$ cat src/rtl/fmul_arb_pkg.sv
// Shared types and latency constants for the fmul arbiter slice.
// Tag width is sized for the largest supported requester count (8).
package fmul_arb_pkg;

    localparam int FMUL_LAT = 2;
    localparam int ARB_LAT  = 3;
    localparam int TAG_MAXW = 3;

    typedef struct packed {
        logic                valid;
        logic [TAG_MAXW-1:0] tag;
    } tag_stage_t;

endpackage

$ cat src/rtl/fmul_arb_if.sv
// Request/response bundle between N issue ports and the shared multiplier arbiter.
interface fmul_arb_if #(
    parameter int N = 4
);
    logic [N-1:0]    req_valid;
    logic [N-1:0]    req_ready;
    logic [32*N-1:0] req_x1;
    logic [32*N-1:0] req_x2;
    logic [N-1:0]    resp_valid;
    logic [31:0]     resp_y;
    logic            busy;

    modport master (
        output req_valid, req_x1, req_x2,
        input  req_ready, resp_valid, resp_y, busy
    );

    modport slave (
        input  req_valid, req_x1, req_x2,
        output req_ready, resp_valid, resp_y, busy
    );
endinterface

$ cat src/rtl/fmul.sv
// Two-stage single-precision multiplier: sign XOR, zero-exponent flush to signed zero,
// round-half-up on the first dropped bit, no NaN/Inf handling.
module fmul (
    input  logic        clk,
    input  logic [31:0] x1,
    input  logic [31:0] x2,
    output logic [31:0] y
);
    logic        sign_reg;
    logic        zero_reg;
    logic [9:0]  exp_reg;
    logic [47:0] prod_reg;

    always_ff @(posedge clk) begin
        sign_reg <= x1[31] ^ x2[31];
        zero_reg <= (x1[30:23] == 8'd0) || (x2[30:23] == 8'd0);
        exp_reg  <= {2'b00, x1[30:23]} + {2'b00, x2[30:23]} - 10'd127;
        prod_reg <= 48'({1'b1, x1[22:0]}) * 48'({1'b1, x2[22:0]});
    end

    logic [22:0] mant_pre;
    logic        round_bit;
    logic [9:0]  exp_adj;
    logic [22:0] mant_fin;
    logic        mant_carry;
    logic [9:0]  exp_fin;
    logic [31:0] y_next;

    // Product of two 1.x mantissas lies in [1,4); bit 47 selects the normalisation shift.
    always_comb begin
        mant_pre  = prod_reg[45:23];
        round_bit = prod_reg[22];
        exp_adj   = exp_reg;
        if (prod_reg[47]) begin
            mant_pre  = prod_reg[46:24];
            round_bit = prod_reg[23];
            exp_adj   = exp_reg + 10'd1;
        end
        {mant_carry, mant_fin} = {1'b0, mant_pre} + 24'(round_bit);
        exp_fin = exp_adj + 10'(mant_carry);
        y_next  = zero_reg ? {sign_reg, 31'd0} : {sign_reg, exp_fin[7:0], mant_fin};
    end

    always_ff @(posedge clk) begin
        y <= y_next;
    end

    logic unused_bits;
    assign unused_bits = ^{prod_reg[21:0], exp_fin[9:8]};

endmodule

$ cat src/rtl/fmul_arb_pick.sv
// Combinational request picker. FMUL_ARB_RR_EN selects round-robin after ptr;
// otherwise the lowest requesting index wins and ptr is ignored.
module fmul_arb_pick #(
    parameter int N    = 4,
    parameter int TAGW = $clog2(N)
) (
    input  logic [N-1:0]    req,
    input  logic [TAGW-1:0] ptr,
    output logic [N-1:0]    gnt,
    output logic [TAGW-1:0] idx
);
`ifdef FMUL_ARB_RR_EN
    logic            found;
    logic [TAGW-1:0] cand;

    // Walk ptr+1 .. ptr+N so the last winner drops to lowest priority.
    always_comb begin
        gnt   = '0;
        idx   = '0;
        found = 1'b0;
        cand  = '0;
        for (int k = 1; k <= N; k++) begin
            cand = TAGW'((int'(ptr) + k) % N);
            if (!found && req[cand]) begin
                found     = 1'b1;
                gnt[cand] = 1'b1;
                idx       = cand;
            end
        end
    end
`else
    // Descending scan: the final hit is the lowest index.
    always_comb begin
        gnt = '0;
        idx = '0;
        for (int i = N - 1; i >= 0; i--) begin
            if (req[i]) begin
                gnt    = '0;
                gnt[i] = 1'b1;
                idx    = TAGW'(i);
            end
        end
    end

    logic unused_ptr;
    assign unused_ptr = ^ptr;
`endif
endmodule

$ cat src/rtl/fmul_arb.sv
// Shares one pipelined fmul among N requesters; a tag pipeline routes each product back.
// Define FMUL_ARB_RR_EN for round-robin arbitration, otherwise fixed priority.
module fmul_arb
    import fmul_arb_pkg::*;
#(
    parameter int N    = 4,
    parameter int TAGW = $clog2(N)
) (
    input  logic         clk,
    input  logic         rst,
    fmul_arb_if.slave    bus
);
    logic [N-1:0]    gnt;
    logic [TAGW-1:0] idx;
    logic [TAGW-1:0] ptr;
    logic            xfer;
    logic [31:0]     x1_arr [N];
    logic [31:0]     x2_arr [N];

    generate
        for (genvar gi = 0; gi < N; gi++) begin : g_slice
            assign x1_arr[gi] = bus.req_x1[32*gi +: 32];
            assign x2_arr[gi] = bus.req_x2[32*gi +: 32];
        end
    endgenerate

    fmul_arb_pick #(.N(N), .TAGW(TAGW)) u_pick (
        .req (bus.req_valid),
        .ptr (ptr),
        .gnt (gnt),
        .idx (idx)
    );

    assign bus.req_ready = rst ? '0 : gnt;
    assign xfer          = |bus.req_ready;

`ifdef FMUL_ARB_RR_EN
    logic [TAGW-1:0] ptr_reg;

    // Starting at N-1 makes requester 0 first in line after reset.
    always_ff @(posedge clk) begin
        if (rst)
            ptr_reg <= TAGW'(N - 1);
        else if (xfer)
            ptr_reg <= idx;
    end
    assign ptr = ptr_reg;
`else
    assign ptr = '0;
`endif

    // Operands are only loaded on a transfer; stale values are masked by the tag valid bit.
    logic [31:0] x1_reg;
    logic [31:0] x2_reg;

    always_ff @(posedge clk) begin
        if (xfer) begin
            x1_reg <= x1_arr[idx];
            x2_reg <= x2_arr[idx];
        end
    end

    logic [31:0] y;

    fmul u_fmul (
        .clk (clk),
        .x1  (x1_reg),
        .x2  (x2_reg),
        .y   (y)
    );

    // Stage 0 sits beside the issue register; stage FMUL_LAT lines up with fmul.y.
    tag_stage_t pipe_reg [ARB_LAT];

    always_ff @(posedge clk) begin
        if (rst) begin
            for (int s = 0; s < ARB_LAT; s++)
                pipe_reg[s] <= '0;
        end else begin
            pipe_reg[0] <= '{valid: xfer, tag: TAG_MAXW'(idx)};
            for (int s = 1; s < ARB_LAT; s++)
                pipe_reg[s] <= pipe_reg[s-1];
        end
    end

    generate
        for (genvar gi = 0; gi < N; gi++) begin : g_resp
            assign bus.resp_valid[gi] = pipe_reg[FMUL_LAT].valid &&
                                        (pipe_reg[FMUL_LAT].tag == TAG_MAXW'(gi));
        end
    endgenerate

    assign bus.resp_y = y;

    logic busy_next;

    always_comb begin
        busy_next = 1'b0;
        for (int s = 0; s < ARB_LAT; s++)
            busy_next = busy_next | pipe_reg[s].valid;
    end

    assign bus.busy = busy_next;

endmodule

$ cat src/flat_wrapper.sv
// flat-port wrapper written by rule: the top's interface ports become plain ports
module fmul_arb_flat import fmul_arb_pkg::*;
#(
    parameter int N    = 4,
    parameter int TAGW = $clog2(N)
)
  (clk, rst, bus_req_valid, bus_req_x1, bus_req_x2, bus_req_ready, bus_resp_valid, bus_resp_y, bus_busy);
  fmul_arb_if #(.N(N)) bus_i ();
  input  logic clk;
  input  logic rst;
  input wire logic [$bits(bus_i.req_valid)-1:0] bus_req_valid;
  input wire logic [$bits(bus_i.req_x1)-1:0] bus_req_x1;
  input wire logic [$bits(bus_i.req_x2)-1:0] bus_req_x2;
  output wire logic [$bits(bus_i.req_ready)-1:0] bus_req_ready;
  output wire logic [$bits(bus_i.resp_valid)-1:0] bus_resp_valid;
  output wire logic [$bits(bus_i.resp_y)-1:0] bus_resp_y;
  output wire logic [$bits(bus_i.busy)-1:0] bus_busy;
  assign bus_i.req_valid = bus_req_valid;
  assign bus_i.req_x1 = bus_req_x1;
  assign bus_i.req_x2 = bus_req_x2;
  assign bus_req_ready = bus_i.req_ready;
  assign bus_resp_valid = bus_i.resp_valid;
  assign bus_resp_y = bus_i.resp_y;
  assign bus_busy = bus_i.busy;
  fmul_arb #(.N(N), .TAGW(TAGW)) u_core (.clk(clk), .rst(rst), .bus(bus_i));
endmodule
$ cat config.mk
export PLATFORM = sky130hd
export DESIGN_NAME = fmul_arb_flat
export DESIGN_NICKNAME = d
export VERILOG_FILES = /design/src/rtl/fmul_arb_pkg.sv /design/src/rtl/fmul_arb_if.sv /design/src/rtl/fmul.sv /design/src/rtl/fmul_arb_pick.sv /design/src/rtl/fmul_arb.sv /design/src/flat_wrapper.sv
export SDC_FILE = /design/constraint.sdc
export NUM_CORES = 2
export LEC_CHECK = 0
export ABC_CLOCK_PERIOD_IN_PS = 8100
export BUFFER_PORTS_ARGS = -buffer_cell sky130_fd_sc_hd__buf_2
export CELL_PAD_IN_SITES_DETAIL_PLACEMENT = 1
export CELL_PAD_IN_SITES_GLOBAL_PLACEMENT = 1
export CORE_UTILIZATION = 48
export DETAILED_ROUTE_END_ITERATION = 7
export GPL_ROUTABILITY_DRIVEN = 0
export PLACE_DENSITY_LB_ADDON = 0.1
export SLEW_MARGIN = 20
export SYNTH_ARGS = -nofsm -noshare
export SYNTH_HDL_FRONTEND = slang
export SYNTH_SLANG_ARGS = --single-unit
$ cat constraint.sdc
create_clock -name clk -period 8.1 [get_ports clk]
set_clock_uncertainty 0.1 [all_clocks]
set_input_delay 0.405 -clock clk [delete_from_list [all_inputs] [get_ports clk]]
set_output_delay 0.405 -clock clk [all_outputs]
set_load 0.1 [all_outputs]
==> summary.txt <==
Status -> complete, no violations
Die Wd -> 230 um
Clk Latency, worst-skew pair -> 0.47 ns
Resized Gates After CTS -> 0
Number of synthesized register bits -> 141
Fin. Hold Viols -> 0
CP Data Required Time -> 8.40 ns
Critical Path Start Type -> flip-flop
CP peak stage delay -> 0.59 ns
Post-layout nets -> 3753
Critical path type -> flip-flop to flip-flop
DRT antenna net count -> 0
CTS tree -> built
Largest net degree at the start of global routing -> 65
Post-CTS Setup Repair Bufs -> 0
Filler cell count -> 5840
Synth Net Count -> 3484
Row cnt -> 83
CP max stage cell -> edfxtp_1
Drt wl/cell -> 22.2 um
Clock Pin Slew Worst Setup and Hold Paths -> 0.07 ns
Synth Instances -> 2553
Worst setup EP type -> flip-flop
DRC -> 0
Fin Setup TNS -> 0 ns
Layout cell share with drive strength beyond 1 -> 0.171
CTS Buf Count -> 17
Syn avg cell area -> 9.79 um2
Vias per inst -> 5.38
First-pass GRT wire length -> 123000 um
Area Growth Syn to Fin -> 12.0%
Crit-path leading delay family -> adder cells
Critical Path, Cell by Cell -> inv_1, nor2_1, fa_1, fa_1, inv_1, fa_1, inv_1, fa_1, inv_1, fa_1, inv_1, fa_1, inv_1, fa_1, inv_1, ha_1, a21oi_1, o21ai_0, o2111ai_1, or3_1, nand3_1, a221o_1, a21oi_2, xnor2_1
Sequential area share after synthesis -> 0.139
Quantity of hold-fixing buffers added after cts -> 0
Vias -> 18900
DR pass1 iterations -> 5
Tightest Hold Check Type -> input port to flip-flop
Worst Slack Setup Final -> 0.632 ns
Synth Cell Area -> 25000 um2
Slew headroom -> 0.330
# IOs -> 303
YS warnings -> 0
Seq. cell area -> 3470 um2
Worst slack, placed -> 0.718 ns
Vias in the first global route -> 22000
# H-tree levels -> 4
Clock root buffer -> clkbuf_16
Largest cells by area after synthesis -> fa_1, ha_1, inv_1, edfxtp_1, and2_1
Period utilization -> 0.922
Initial Util -> 0.486
CTS sink count -> 141
Die H -> 230 um
Final setup fails -> 0
Critical path arrival -> 7.77 ns
Crit Path Max Fanout -> 10
EDFF count, synth -> 64
Initial drt markers -> 963
Multi-input gate area -> 18900 um2
Min Hold Slack -> 0.143 ns
Clock tree buffer depth -> 2
Core Box Area -> 51400 um2
Remaining Overflow, GRT -> 0
Share of the synthesized area in the top cell type -> 0.386
Max_cap viols -> 0
Achievable clock frequency -> 134 MHz
Post-synth cell types -> 61
Antenna violations before repair -> 0
Ys async rst share -> 0
Tot GR Track Use -> 0.309
Drt total wl -> 78100 um
WP buf/inv -> 7
Hpwl dp -> 64500 um
Port-buffer cells -> 302
Die area -> 53000 um2
Commonest register cell after synthesis -> dfxtp_1
RSZ-0062 raised after global routing -> no
Cell accounting for the most synthesized area -> fa_1
Period minus WS final -> 7.47 ns
Slew Viols, Final -> 0
Slew @ Worst Pin -> 1.01 ns
-- cell usage after synthesis (23+ instances only) --
library cell	count
fa_1	482
o21ai_0	23
and2_1	249
clkbuf_1	106
ha_1	187
nand2_1	309
xor2_1	33
mux4_2	64
edfxtp_1	64
xnor2_1	44
nor2_1	79
dfxtp_1	77
inv_1	584
a21oi_1	52
-- final timing paths --
| path | start | to | slack (ns) | cells past startpoint |
|---|---|---|---|---|
| worst max register to register | u_core.x1_reg[7] | u_core.u_fmul.prod_reg[44] | 0.63 | 24 |
| worst min-delay path | bus_req_valid[0] | u_core.pipe_reg[0][0] | 0.14 | 2 |
| worst max-delay path | u_core.x1_reg[7] | u_core.u_fmul.prod_reg[44] | 0.63 | 24 |
| worst min register to register | u_core.u_fmul.sign_reg | u_core.u_fmul.y[31] | 0.24 | 0 |
-- cells by family (layout without fill, tap and decap cells) --
family | count (synthesis) | count (layout) | share of synthesized area
and+or+nand+nor | 724 | 724 | 0.143
buffers and inverters | 707 | 989 | 0.107
adders and majority gates | 669 | 669 | 0.480
AOI/OAI and AO/OA | 155 | 155 | 0.0398
DFF | 141 | 141 | 0.139
muxes | 80 | 80 | 0.0646
xor gates and xnor gates | 77 | 77 | 0.0270
other | 0 | 1 | 0
-- cell usage in the layout, fill, tap and decap left out, types with 15 or more instances in the layout --
master and n:
mux4_2 64, ha_1 187, and2_1 249, buf_2 302, edfxtp_1 64, inv_1 584
nor2b_1 16, a21o_1 15, nand3_1 19, clkbuf_16 17, buf_4 69, dfxtp_1 75
xor2_1 33, a21oi_1 51, fa_1 482, o21ai_0 23, xnor2_1 44, nand2_1 309
nor2_1 78
-- routing by layer --
| metal | GRT usage | wire length (um) | vias to the layer above |
|---|---|---|---|
| li1 | - | - | 8294 |
| met1 | 0.405 | 33200 | 9905 |
| met2 | 0.514 | 37700 | 604 |
| met3 | 0.0569 | 4830 | 121 |
| met4 | 0.105 | 2300 | 0 |
| met5 | 0 | 0 | - |
-- stage by stage --
step                cells   util  area, um2
CTS                  3515  0.544      28000
global placement     3483  0.533      27400
global route         3515  0.544      28000
detailed placement   3483  0.533      27400
floorplan            2553      -      25000
finish               3516  0.544      28000
-- cell type report --
type / instances / area share
tap: 680 / 0.0304
clock inverter: 12 / 0.00398
clock buffer: 20 / 0.0160
sequential: 141 / 0.124
timing repair buffer: 371 / 0.0725
antenna: 1 / 0.0000894
multi-input combinational: 1705 / 0.675
inverter: 586 / 0.0786
-- worst register-to-register path, delay by kind of cell, from the launching register on --
kind                     cells  cell delay (ns)
adder cells (fa/ha/maj)      8             3.88
AO/OA/AOI/OAI                5             1.43
buffers and inverters        7             0.77
flip-flops                   1             0.59
AND/OR/NAND/NOR              3             0.51
XOR/XNOR                     1             0.12
Power is not shown: default switching activity piles up to over one toggle a cycle in this logic, so the estimate is an artifact.
